==> src/rtl/uart_tx_arbiter_if.sv <==
// Handshake bundle between the requesters, the round-robin UART TX arbiter and the UART TX.
// master: the arbiter side; slave: the requesters and the TX driving the arbiter.
interface uart_tx_arbiter_if #(
    parameter int unsigned NUM_REQ    = 4,
    parameter int unsigned DATA_WIDTH = 8
);
    logic [NUM_REQ-1:0]            req;
    logic [NUM_REQ*DATA_WIDTH-1:0] req_data;
    logic [NUM_REQ-1:0]            req_par_en;
    logic [NUM_REQ-1:0]            gnt;
    logic [NUM_REQ-1:0]            done;
    logic                          tx_busy;
    logic [DATA_WIDTH-1:0]         tx_p_data;
    logic                          tx_data_valid;
    logic                          tx_par_en;
    logic                          arb_busy;
    logic                          timeout_err;

    modport master (
        input  req, req_data, req_par_en, tx_busy,
        output gnt, done, tx_p_data, tx_data_valid, tx_par_en, arb_busy, timeout_err
    );

    modport slave (
        output req, req_data, req_par_en, tx_busy,
        input  gnt, done, tx_p_data, tx_data_valid, tx_par_en, arb_busy, timeout_err
    );
endinterface

==> src/rtl/uart_tx_arbiter.sv <==
// Round-robin scheduler sharing one UART TX among NUM_REQ requesters, one frame at a time.
// Optional WAIT_BUSY watchdog enabled by defining UART_ARB_TIMEOUT_EN.
module uart_tx_arbiter #(
    parameter int unsigned NUM_REQ    = 4,
    parameter int unsigned DATA_WIDTH = 8,
    parameter int unsigned TIMEOUT    = 16
) (
    input  logic              CLK,
    input  logic              RST,
    uart_tx_arbiter_if.master bus
);
    localparam int unsigned IDX_W = $clog2(NUM_REQ);

    if (NUM_REQ < 2 || NUM_REQ > 8 || TIMEOUT < 1) begin : g_cfg_check
        $error("uart_tx_arbiter: NUM_REQ must be 2..8 and TIMEOUT at least 1");
    end

    typedef enum logic [1:0] {IDLE, LAUNCH, WAIT_BUSY, WAIT_DONE} state_t;

    state_t                  state_q, state_d;
    logic [IDX_W-1:0]        ptr_q, ptr_d;
    logic [IDX_W-1:0]        idx_q, idx_d;
    logic [NUM_REQ-1:0]      gnt_q, gnt_d;
    logic [NUM_REQ-1:0]      done_q, done_d;
    logic [DATA_WIDTH-1:0]   data_q, data_d;
    logic                    valid_q, valid_d;
    logic                    par_q, par_d;
    logic                    busy_q, busy_d;
    logic                    err_q, err_d;
    logic                    sel_found;
    logic [IDX_W-1:0]        sel_idx;
    logic [IDX_W-1:0]        cand;

`ifdef UART_ARB_TIMEOUT_EN
    localparam int unsigned CNT_W = $clog2(TIMEOUT + 1);
    logic [CNT_W-1:0]        cnt_q, cnt_d;
`endif

    // First pending request searching ptr, ptr+1, ... with wrap
    always_comb begin
        sel_found = 1'b0;
        sel_idx   = '0;
        cand      = '0;
        for (int k = 0; k < int'(NUM_REQ); k++) begin
            cand = IDX_W'((32'(ptr_q) + 32'(k)) % NUM_REQ);
            if (!sel_found && bus.req[cand]) begin
                sel_found = 1'b1;
                sel_idx   = cand;
            end
        end
    end

    always_comb begin
        state_d = state_q;
        ptr_d   = ptr_q;
        idx_d   = idx_q;
        gnt_d   = '0;
        done_d  = '0;
        valid_d = 1'b0;
        data_d  = data_q;
        par_d   = par_q;
        err_d   = err_q;
`ifdef UART_ARB_TIMEOUT_EN
        cnt_d   = (state_q == WAIT_BUSY) ? cnt_q + CNT_W'(1) : '0;
`endif
        case (state_q)
            IDLE: begin
                if (!bus.tx_busy && sel_found) begin
                    state_d        = LAUNCH;
                    idx_d          = sel_idx;
                    gnt_d[sel_idx] = 1'b1;
                    valid_d        = 1'b1;
                    data_d         = bus.req_data[32'(sel_idx)*DATA_WIDTH +: DATA_WIDTH];
                    par_d          = bus.req_par_en[sel_idx];
                end
            end
            LAUNCH: state_d = WAIT_BUSY;
            WAIT_BUSY: begin
                if (bus.tx_busy) begin
                    state_d = WAIT_DONE;
                end
`ifdef UART_ARB_TIMEOUT_EN
                // TX never acknowledged the launch: flag it and release the requester
                else if (cnt_q == CNT_W'(TIMEOUT - 1)) begin
                    err_d         = 1'b1;
                    done_d[idx_q] = 1'b1;
                    ptr_d         = IDX_W'((32'(idx_q) + 32'd1) % NUM_REQ);
                    state_d       = IDLE;
                end
`endif
            end
            WAIT_DONE: begin
                if (!bus.tx_busy) begin
                    done_d[idx_q] = 1'b1;
                    ptr_d         = IDX_W'((32'(idx_q) + 32'd1) % NUM_REQ);
                    state_d       = IDLE;
                end
            end
            default: state_d = IDLE;
        endcase
        busy_d = (state_d != IDLE);
    end

    always_ff @(posedge CLK) begin
        if (!RST) begin
            state_q <= IDLE;
            ptr_q   <= '0;
            idx_q   <= '0;
            gnt_q   <= '0;
            done_q  <= '0;
            data_q  <= '0;
            valid_q <= 1'b0;
            par_q   <= 1'b0;
            busy_q  <= 1'b0;
            err_q   <= 1'b0;
        end else begin
            state_q <= state_d;
            ptr_q   <= ptr_d;
            idx_q   <= idx_d;
            gnt_q   <= gnt_d;
            done_q  <= done_d;
            data_q  <= data_d;
            valid_q <= valid_d;
            par_q   <= par_d;
            busy_q  <= busy_d;
            err_q   <= err_d;
        end
    end

`ifdef UART_ARB_TIMEOUT_EN
    always_ff @(posedge CLK) begin
        if (!RST) begin
            cnt_q <= '0;
        end else begin
            cnt_q <= cnt_d;
        end
    end
`endif

    assign bus.gnt           = gnt_q;
    assign bus.done          = done_q;
    assign bus.tx_p_data     = data_q;
    assign bus.tx_data_valid = valid_q;
    assign bus.tx_par_en     = par_q;
    assign bus.arb_busy      = busy_q;
    assign bus.timeout_err   = err_q;
endmodule

==> src/flat_wrapper.sv <==
// flat-port wrapper written by rule: the top's interface ports become plain ports
module uart_tx_arbiter_flat 
#(
    parameter int unsigned NUM_REQ    = 4,
    parameter int unsigned DATA_WIDTH = 8,
    parameter int unsigned TIMEOUT    = 16
)
  (CLK, RST, bus_req, bus_req_data, bus_req_par_en, bus_tx_busy, bus_gnt, bus_done, bus_tx_p_data, bus_tx_data_valid, bus_tx_par_en, bus_arb_busy, bus_timeout_err);
  uart_tx_arbiter_if #(.NUM_REQ(NUM_REQ), .DATA_WIDTH(DATA_WIDTH)) bus_i ();
  input  logic CLK;
  input  logic RST;
  input wire logic [$bits(bus_i.req)-1:0] bus_req;
  input wire logic [$bits(bus_i.req_data)-1:0] bus_req_data;
  input wire logic [$bits(bus_i.req_par_en)-1:0] bus_req_par_en;
  input wire logic [$bits(bus_i.tx_busy)-1:0] bus_tx_busy;
  output wire logic [$bits(bus_i.gnt)-1:0] bus_gnt;
  output wire logic [$bits(bus_i.done)-1:0] bus_done;
  output wire logic [$bits(bus_i.tx_p_data)-1:0] bus_tx_p_data;
  output wire logic [$bits(bus_i.tx_data_valid)-1:0] bus_tx_data_valid;
  output wire logic [$bits(bus_i.tx_par_en)-1:0] bus_tx_par_en;
  output wire logic [$bits(bus_i.arb_busy)-1:0] bus_arb_busy;
  output wire logic [$bits(bus_i.timeout_err)-1:0] bus_timeout_err;
  assign bus_i.req = bus_req;
  assign bus_i.req_data = bus_req_data;
  assign bus_i.req_par_en = bus_req_par_en;
  assign bus_i.tx_busy = bus_tx_busy;
  assign bus_gnt = bus_i.gnt;
  assign bus_done = bus_i.done;
  assign bus_tx_p_data = bus_i.tx_p_data;
  assign bus_tx_data_valid = bus_i.tx_data_valid;
  assign bus_tx_par_en = bus_i.tx_par_en;
  assign bus_arb_busy = bus_i.arb_busy;
  assign bus_timeout_err = bus_i.timeout_err;
  uart_tx_arbiter #(.NUM_REQ(NUM_REQ), .DATA_WIDTH(DATA_WIDTH), .TIMEOUT(TIMEOUT)) u_core (.CLK(CLK), .RST(RST), .bus(bus_i));
endmodule
==> config.mk <==
export PLATFORM = sky130hd
export DESIGN_NAME = uart_tx_arbiter_flat
export DESIGN_NICKNAME = d
export VERILOG_FILES = /design/src/rtl/uart_tx_arbiter_if.sv /design/src/rtl/uart_tx_arbiter.sv /design/src/flat_wrapper.sv
export SDC_FILE = /design/constraint.sdc
export NUM_CORES = 1
export LEC_CHECK = 0
export ABC_AREA = 1
export BUFFER_PORTS_ARGS = -buffer_cell sky130_fd_sc_hd__buf_2
export CAP_MARGIN = 20
export CORE_MARGIN = 2
export CORE_UTILIZATION = 54
export CTS_BUF_LIST = sky130_fd_sc_hd__clkbuf_4 sky130_fd_sc_hd__clkbuf_8
export CTS_CLUSTER_SIZE = 40
export DETAILED_ROUTE_END_ITERATION = 12
export PLACE_DENSITY = 0.89
export SYNTH_ARGS = -nofsm -noshare
export SYNTH_HDL_FRONTEND = slang
export SYNTH_SLANG_ARGS = --single-unit
==> constraint.sdc <==
create_clock -name CLK -period 4 [get_ports CLK]
set_clock_uncertainty 0.2 [all_clocks]
set_input_delay 0.4 -clock CLK [delete_from_list [all_inputs] [get_ports CLK]]
set_output_delay 0.4 -clock CLK [all_outputs]
set_load 0.01 [all_outputs]
==> results of run 1 <==
-- cell families after synthesis --
logic type / after synthesis / synth area share
and+or+nand+nor: 165 / 0.480
buffers and inverters: 36 / 0.119
DFF: 25 / 0.321
AOI/OAI and AO/OA: 13 / 0.0465
adders and majority gates: 4 / 0.0321
other: 1 / 0.00240
-- routing by layer --
metal,wire (um),vias to the layer above,track usage
li1,-,874,-
met1,1620,727,0.313
met2,1760,72,0.411
met3,279,5,0.0223
met4,42,0,0.0598
met5,0,-,0
-- power breakdown --
| part | switching, mW | total (mW) | internal (mW) | leakage [nW] |
|---|---|---|---|---|
| clock network | 0.0775 | 0.116 | 0.0383 | 0.0139 |
| logic | 0.109 | 0.176 | 0.0665 | 0.852 |
| registers | 0.0114 | 0.280 | 0.268 | 0.205 |
| total | 0.198 | 0.571 | 0.373 | 1.07 |
-- critical path, stage by stage, from the launching register on --
cell,delay [ns]
dfxtp_1,0.63
inv_8,0.08
nand2_1,0.07
nand2_1,0.10
nand2_1,0.10
nand2_1,0.05
nand2_1,0.07
nand2_1,0.05
nand2_1,0.08
inv_1,0.05
nor2_2,0.63
nand2_1,0.10
nand2_1,0.12
nand2_1,0.06
nand3_1,0.08
nand2_1,0.05
inv_1,0.04
-- cell type report --
| class | instances | share of cell area |
|---|---|---|
| multi-input cells | 183 | 0.470 |
| clock inverters | 1 | 0.00403 |
| repair buffers | 61 | 0.164 |
| inverters | 28 | 0.0604 |
| flip-flops and latches | 25 | 0.269 |
| clock buffers | 3 | 0.0121 |
| well taps | 31 | 0.0208 |
-- cell usage in the layout (no fill, tap or decap), types with 2 or more instances in the layout --
cell and instances:
nor2_2 2, nand2_2 6, o21ai_0 7, nand4_1 5
nand2_1 91, nand3_1 20, nand3_2 7, ha_1 4
dfxtp_1 25, buf_2 61, inv_1 25, a21oi_1 2
o22ai_1 3, clkbuf_4 3, nor3_1 4, nor2_1 27
-- registers in the layout, summed over array words and instances (netlist names) --
register                  cells
u_core.bus.tx_p_data          8
u_core.bus.done               4
u_core.bus.gnt                4
u_core.idx_q                  2
u_core.ptr_q                  2
u_core.state_q                2
u_core.bus.arb_busy           1
u_core.bus.tx_data_valid      1
u_core.bus.tx_par_en          1
-- final timing paths --
path                            from                       to  slack [ns]  cells past startpoint
min                      bus_tx_busy        u_core.state_q[0]        0.14                      3
max reg2reg          u_core.ptr_q[0]  u_core.bus.tx_p_data[1]        1.40                     16
min reg2reg  u_core.bus.tx_p_data[0]  u_core.bus.tx_p_data[0]        0.34                      2
max                  u_core.ptr_q[0]  u_core.bus.tx_p_data[1]        1.40                     16
-- per-stage QoR --
step / setup WS [ns] / hold WS, ns / cell area (sq um)
2_1_floorplan: 2.14 / 0.289 / 1560
3_3_place_gp: 1.51 / 0.303 / 1830
3_5_place_dp: 1.44 / 0.310 / 1830
4_1_cts: 1.43 / 0.131 / 1860
5_1_grt: 1.07 / 0.131 / 1860
6_report: 1.40 / 0.135 / 1860
==> impl_metrics.prom, run 1 <==
# TYPE chip_impl_metric gauge
chip_impl_metric{name="rows",unit=""} 19
chip_impl_metric{name="drive_gt1_frac",unit=""} 0.286
chip_impl_metric{name="stdcell_count",unit=""} 332
chip_impl_metric{name="ys_async_rst_share",unit=""} 0
chip_impl_metric{name="cts.repair.resized",unit=""} 0
chip_impl_metric{name="cts.repair_timing.setup_buffer_count",unit=""} 0
chip_impl_info{name="yosys.cell_count.top_type",value="nand2_1"} 1
chip_impl_metric{name="final-max-slew-violation-count",unit=""} 0
chip_impl_metric{name="synth.top_cell.area_share",unit=""} 0.321
chip_impl_metric{name="power.leakage",unit="nW"} 1.07
chip_impl_metric{name="synth-edff-count",unit=""} 0
chip_impl_info{name="synth_largest_area_cell",value="dfxtp_1"} 1
chip_impl_metric{name="period_minus_slack",unit="ns"} 2.60
chip_impl_metric{name="yosysWarningCount",unit=""} 0
chip_impl_metric{name="portBuffers",unit=""} 61
chip_impl_metric{name="drcViolationCount",unit=""} 0
chip_impl_metric{name="overall_overflow_remaining_after_global_route",unit=""} 0
chip_impl_metric{name="design.die.area",unit="sq um"} 3340
chip_impl_metric{name="grt_usage",unit=""} 0.236
chip_impl_info{name="clock_tree.root_cell",value="clkbuf_4"} 1
chip_impl_metric{name="drt_wl_total",unit="um"} 3700
chip_impl_metric{name="cts_max_level",unit=""} 1
chip_impl_info{name="synth_ff_type",value="dfxtp_1"} 1
chip_impl_metric{name="syn-instance-count",unit=""} 244
chip_impl_info{name="timing.setup.critical_path_class",value="flop to flop"} 1
chip_impl_metric{name="normalized_max_slew_margin",unit=""} 0.463
chip_impl_metric{name="finalSetupViolations",unit=""} 0
chip_impl_metric{name="synth-seq-cells",unit=""} 25
chip_impl_info{name="grt_setup_unrepaired",value="no"} 1
chip_impl_metric{name="antenna-diode-count",unit=""} 0
chip_impl_info{name="hold_class",value="input port to flop"} 1
chip_impl_metric{name="clkLatencyLatePin",unit="ns"} 0.32
chip_impl_metric{name="worst_pin_slew",unit="ns"} 0.804
chip_impl_metric{name="nets_finish",unit=""} 349
chip_impl_metric{name="first_global_vias",unit=""} 1485
chip_impl_info{name="critical_path.startpoint_type",value="flop"} 1
chip_impl_metric{name="drt_iter0_drc",unit=""} 41
chip_impl_metric{name="area.sequential",unit="sq um"} 500
chip_impl_metric{name="synth_cell_area",unit="sq um"} 1560
chip_impl_metric{name="layout_overhead_on_the_synthesized_area",unit="%"} 19.3
chip_impl_metric{name="die_width",unit="um"} 57.8
chip_impl_metric{name="global_route_wire_length_before_repair",unit="um"} 6310
chip_impl_metric{name="placeableCoreArea",unit="sq um"} 2760
chip_impl_metric{name="routed_via_density",unit=""} 5.05
chip_impl_metric{name="timing.setup.tns",unit="ns"} 0
chip_impl_metric{name="crit_required",unit="ns"} 4.09
chip_impl_metric{name="cts.sinks",unit=""} 25
chip_impl_info{name="tritoncts",value="done"} 1
chip_impl_info{name="cp-end-kind",value="flop"} 1
chip_impl_metric{name="grt_start_max_net_pins",unit=""} 23
chip_impl_metric{name="start_util",unit=""} 0.566
chip_impl_metric{name="timing.fmax",unit="MHz"} 384
chip_impl_metric{name="timing.final.crit_share",unit=""} 0.651
chip_impl_metric{name="post_synth_num_cell_types",unit=""} 25
chip_impl_info{name="synth.top_cells.by_count",value="nand2_1 (91), nor2_1 (27), dfxtp_1 (25), inv_1 (25), nand3_1 (20)"} 1
chip_impl_metric{name="cp.arrival",unit="ns"} 2.69
chip_impl_metric{name="dp_hpwl",unit="um"} 2840
chip_impl_metric{name="die_y",unit="um"} 57.8
chip_impl_metric{name="multi_input_gate_area",unit="sq um"} 876
chip_impl_info{name="yosys-top-cells-area",value="dfxtp_1 (32%), nand2_1 (22%), nor2_1 (6.5%)"} 1
chip_impl_metric{name="numCtsBuffers",unit=""} 3
chip_impl_metric{name="detailroute.via_count",unit=""} 1678
chip_impl_metric{name="vdd.ir_drop.worst",unit="V"} 0.000273
chip_impl_metric{name="drt_first_pass_iters",unit=""} 4
chip_impl_metric{name="cts-root-to-sink-buffers",unit=""} 2
chip_impl_metric{name="clkTransAtPathRegs",unit="ns"} 0.14
chip_impl_metric{name="cts-hold-fix-buffers",unit=""} 0
chip_impl_metric{name="average_cell_area_after_synthesis",unit="sq um"} 6.40
chip_impl_metric{name="total_power",unit="uW"} 571
chip_impl_metric{name="detail_route.wl_per_cell",unit="um"} 11.1
chip_impl_metric{name="powerDensity",unit="nW/um^2"} 307
chip_impl_metric{name="gp_congestion",unit=""} 0.873
chip_impl_metric{name="syn-num-nets",unit=""} 291
chip_impl_metric{name="final_hold_violation_count",unit=""} 0
chip_impl_info{name="outcome",value="complete, no violations"} 1
chip_impl_metric{name="io-pin-count",unit=""} 63
chip_impl_metric{name="placed_cells",unit=""} 328
chip_impl_metric{name="antenna_violations_before_repair",unit=""} 0
chip_impl_metric{name="max_cap_violations",unit=""} 0
chip_impl_metric{name="fillers",unit=""} 262
chip_impl_metric{name="cp_max_fo",unit=""} 20
chip_impl_metric{name="final_core_util",unit=""} 0.676
chip_impl_metric{name="sequential_fraction_of_the_synthesis_area",unit=""} 0.321
chip_impl_metric{name="ant_nets",unit=""} 0
No activity file was read; power rests on OpenSTA's default activity.
==> run 2, diff against run 1 <==
--- a/config.mk
+++ b/config.mk
@@ -5,15 +5,15 @@
 export SDC_FILE = /design/constraint.sdc
 export NUM_CORES = 1
 export LEC_CHECK = 0
-export ABC_AREA = 1
+export ABC_AREA = 0
 export BUFFER_PORTS_ARGS = -buffer_cell sky130_fd_sc_hd__buf_2
 export CAP_MARGIN = 20
 export CORE_MARGIN = 2
-export CORE_UTILIZATION = 54
+export CORE_UTILIZATION = 43
 export CTS_BUF_LIST = sky130_fd_sc_hd__clkbuf_4 sky130_fd_sc_hd__clkbuf_8
 export CTS_CLUSTER_SIZE = 40
 export DETAILED_ROUTE_END_ITERATION = 12
-export PLACE_DENSITY = 0.89
+export PLACE_DENSITY = 0.79
 export SYNTH_ARGS = -nofsm -noshare
 export SYNTH_HDL_FRONTEND = slang
 export SYNTH_SLANG_ARGS = --single-unit
==> constraint.sdc (replaced) <==
create_clock -name CLK -period 2.3 [get_ports CLK]
set_clock_uncertainty 0.2 [all_clocks]
set_input_delay 0.23 -clock CLK [delete_from_list [all_inputs] [get_ports CLK]]
set_output_delay 0.23 -clock CLK [all_outputs]
set_load 0.01 [all_outputs]
==> run 2 against run 1 <==
Effect of this change: the run now ends with DRC left; via count is 14% lower; setup slack worse by 1.2 ns; die area is 3.9% higher; sequential power is 71% higher; critical endpoint is now u_core.bus.tx_p_data[5]; largest power group unchanged.
==> impl_metrics.prom, run 2 <==
# TYPE chip_impl_metric gauge
chip_impl_metric{name="ys_async_rst_share",unit=""} 0
chip_impl_info{name="critical_path.startpoint_type",value="flop"} 1
chip_impl_metric{name="portBuffers",unit=""} 61
chip_impl_info{name="cp-end-kind",value="flop"} 1
chip_impl_metric{name="drt_first_pass_iters",unit=""} 8
chip_impl_info{name="timing.rr.end",value="u_core.bus.tx_p_data[5]"} 1
chip_impl_metric{name="vdd.ir_drop.worst",unit="V"} 0.000322
chip_impl_metric{name="syn-instance-count",unit=""} 143
chip_impl_info{name="grt_setup_unrepaired",value="no"} 1
chip_impl_info{name="hold_class",value="input port to flop"} 1
chip_impl_metric{name="die_y",unit="um"} 58.9
chip_impl_metric{name="drcViolationCount",unit=""} 3
chip_impl_metric{name="synth-seq-cells",unit=""} 25
chip_impl_metric{name="swShare",unit=""} 0.301
chip_impl_metric{name="global_route_wire_length_before_repair",unit="um"} 6130
chip_impl_metric{name="max_ffs_per_register",unit=""} 8
chip_impl_metric{name="synth-adder-area-share",unit=""} 0.0386
chip_impl_metric{name="cts-root-to-sink-buffers",unit=""} 2
chip_impl_metric{name="average_cell_area_after_synthesis",unit="sq um"} 9.06
chip_impl_info{name="final_common_cell",value="buf_2"} 1
chip_impl_metric{name="start_util",unit=""} 0.462
chip_impl_info{name="outcome",value="finished, violations left"} 1
chip_impl_metric{name="grt_usage",unit=""} 0.231
chip_impl_metric{name="sequential_fraction_of_the_synthesis_area",unit=""} 0.386
chip_impl_metric{name="yosys.area_share.simple",unit=""} 0.241
chip_impl_info{name="yosys-top-cells-area",value="dfxtp_1 (39%), a2111oi_2 (9.3%), nand2_1 (6.7%)"} 1
chip_impl_metric{name="worst_reg_to_reg_setup_slack",unit="ns"} 0.18
chip_impl_metric{name="compound_gate_portion_of_the_synthesized_area",unit=""} 0.248
chip_impl_metric{name="worstRegToRegCells",unit=""} 5
chip_impl_metric{name="routed_via_density",unit=""} 5.75
chip_impl_metric{name="worst_pin_slew",unit="ns"} 0.558
chip_impl_metric{name="nets_finish",unit=""} 268
chip_impl_info{name="clock_tree.root_cell",value="clkbuf_4"} 1
chip_impl_metric{name="grt_start_max_net_pins",unit=""} 22
chip_impl_info{name="yosys.cell_count.top_type",value="dfxtp_1"} 1
chip_impl_metric{name="synth.top_cell.area_share",unit=""} 0.386
chip_impl_metric{name="antenna_violations_before_repair",unit=""} 0
chip_impl_metric{name="period_minus_slack",unit="ns"} 2.12
chip_impl_metric{name="drt_wl_total",unit="um"} 3870
chip_impl_metric{name="combPwrFrac",unit=""} 0.270
chip_impl_metric{name="io-pin-count",unit=""} 63
chip_impl_info{name="worstSetupEndpoint",value="u_core.bus.tx_p_data[5]"} 1
chip_impl_metric{name="die_width",unit="um"} 58.9
chip_impl_metric{name="rows",unit=""} 19
chip_impl_metric{name="net-switching-power",unit="uW"} 278
chip_impl_metric{name="detailroute.via_count",unit=""} 1444
chip_impl_metric{name="syn-num-nets",unit=""} 190
chip_impl_info{name="synth_largest_area_cell",value="dfxtp_1"} 1
chip_impl_metric{name="finalSetupViolations",unit=""} 0
chip_impl_metric{name="cp_max_fo",unit=""} 21
chip_impl_metric{name="synth-edff-count",unit=""} 0
chip_impl_metric{name="numCtsBuffers",unit=""} 3
chip_impl_info{name="worst_r2r_startpoint",value="u_core.ptr_q[1]"} 1
chip_impl_info{name="timing.critical_path.from",value="u_core.ptr_q[1]"} 1
chip_impl_metric{name="first_global_vias",unit=""} 1394
chip_impl_metric{name="cellInternalPower",unit="uW"} 646
chip_impl_info{name="synth.top_cells.by_count",value="dfxtp_1 (25), nand2_1 (23), o21ai_0 (10)"} 1
chip_impl_metric{name="final_core_util",unit=""} 0.655
chip_impl_metric{name="whs_path_depth",unit=""} 3
chip_impl_metric{name="crit_required",unit="ns"} 2.29
chip_impl_info{name="synth_top_family_by_area",value="compound AO/OA/AOI/OAI gates"} 1
chip_impl_metric{name="cts.sinks",unit=""} 25
chip_impl_metric{name="yosysWarningCount",unit=""} 0
chip_impl_metric{name="clkTransAtPathRegs",unit="ns"} 0.14
chip_impl_info{name="timing.setup.critical_path_class",value="flop to flop"} 1
chip_impl_metric{name="powerDensity",unit="nW/um^2"} 503
chip_impl_metric{name="synth_cell_area",unit="sq um"} 1290
chip_impl_metric{name="post_synth_xor_area_fraction",unit=""} 0
chip_impl_metric{name="power.leakage",unit="nW"} 0.843
chip_impl_metric{name="drive_gt1_frac",unit=""} 0.373
chip_impl_metric{name="dp_hpwl",unit="um"} 2570
chip_impl_info{name="synth_ff_type",value="dfxtp_1"} 1
chip_impl_metric{name="cts_max_level",unit=""} 1
chip_impl_metric{name="synth_mux_area_frac",unit=""} 0.0155
chip_impl_metric{name="gp_congestion",unit=""} 0.778
chip_impl_metric{name="final-max-slew-violation-count",unit=""} 0
chip_impl_metric{name="stdcell_count",unit=""} 251
chip_impl_metric{name="design.die.area",unit="sq um"} 3470
chip_impl_metric{name="antenna-diode-count",unit=""} 0
chip_impl_info{name="failed_checks",value="DRC"} 1
chip_impl_metric{name="cp.arrival",unit="ns"} 2.12
chip_impl_metric{name="final_hold_violation_count",unit=""} 0
chip_impl_metric{name="clkLatencyLatePin",unit="ns"} 0.31
chip_impl_metric{name="placed_cells",unit=""} 229
chip_impl_metric{name="placeableCoreArea",unit="sq um"} 2810
chip_impl_metric{name="cts.repair_timing.setup_buffer_count",unit=""} 0
chip_impl_metric{name="max_cap_violations",unit=""} 0
chip_impl_metric{name="ant_nets",unit=""} 0
chip_impl_metric{name="detail_route.wl_per_cell",unit="um"} 15.4
chip_impl_metric{name="drt_iter0_drc",unit=""} 107
chip_impl_info{name="tritoncts",value="done"} 1
chip_impl_metric{name="power.share.sequential",unit=""} 0.518
chip_impl_metric{name="timing.fmax",unit="MHz"} 471
chip_impl_metric{name="layout_overhead_on_the_synthesized_area",unit="%"} 41.9
chip_impl_metric{name="normalized_max_slew_margin",unit=""} 0.624
chip_impl_metric{name="overall_overflow_remaining_after_global_route",unit=""} 0
chip_impl_metric{name="post_synth_num_cell_types",unit=""} 33
chip_impl_info{name="commonest_cells_after_routing_fill_and_taps_aside",value="buf_2 (61), dfxtp_1 (25), nand2_1 (23)"} 1
chip_impl_metric{name="timing.setup.tns",unit="ns"} 0
chip_impl_metric{name="timing.final.crit_share",unit=""} 0.924
chip_impl_metric{name="share_clk_of_total_power",unit=""} 0.211
## run 2: routing by layer
metal	global-route usage	part of all wire	wire length (um)
met5	0	0	0
met2	0.389	0.48	1850
met3	0.0615	0.091	353
met1	0.270	0.40	1540
met4	0.114	0.033	127
## run 2: timing repair
item                                   4_1_cts  5_1_grt
gates resized for setup                      0        2
hold buffers                                17        1
endpoints found under the hold margin        9        1
setup endpoints to repair                    0        6
## run 2: area by class of cell
cell class                 instances  area (sq um)
clock inverter                     1          5.00
tap                               31          38.8
sequential                        25           500
timing repair buffer              86           538
inverter                           5          18.8
clock buffer                       3          22.5
multi-input combinational        100           714
fill                             232           967
## run 2: how the worst min path moves through the flow
stage / start / to
floorplan: bus_tx_busy / u_core.state_q[0]
global placement: bus_req_data[17] / u_core.bus.tx_p_data[1]
detailed placement: bus_req_data[18] / u_core.bus.tx_p_data[2]
CTS: bus_req_data[27] / u_core.bus.tx_p_data[3]
global route: bus_tx_busy / u_core.state_q[0]
finish: bus_tx_busy / u_core.state_q[0]
## run 2: power groups by stage
stage	logic [mW]	registers, mW	clock network, mW
after CTS	0.241	0.478	0.198
after floorplan	0.117	0.497	0
final	0.250	0.479	0.195
after global routing	0.272	0.483	0.221
after global placement	0.211	0.486	0
after detailed placement	0.218	0.487	0
## run 2: cells by family (layout without fill, tap and decap cells)
| group | count (synthesis) | after routing |
|---|---|---|
| AOI/OAI and AO/OA | 37 | 37 |
| other | 1 | 1 |
| muxes | 2 | 2 |
| adders and majority gates | 4 | 4 |
| DFF | 25 | 25 |
| and+or+nand+nor | 56 | 56 |
| buffers and inverters | 18 | 95 |
## run 2: worst max-delay path: stages, from the launching register on
cell	delay, ns
dfxtp_1	0.46
mux2i_1	0.21
nor2_1	0.08
or3_4	0.51
a2111oi_2	0.46
a311oi_1	0.08
## run 2: stage by stage
| step | worst slack [ns] | hold WS (ns) | area (sq um) | power (mW) |
|---|---|---|---|---|
| after detailed placement | 0.199 | 0.308 | 1620 | 0.705 |
| after floorplan | 0.448 | 0.177 | 1290 | 0.613 |
| after CTS | 0.174 | 0.00252 | 1820 | 0.917 |
| after global routing | 0.0314 | 0.0177 | 1840 | 0.975 |
| final | 0.176 | 0.0113 | 1840 | 0.925 |
| after global placement | 0.268 | 0.296 | 1620 | 0.697 |
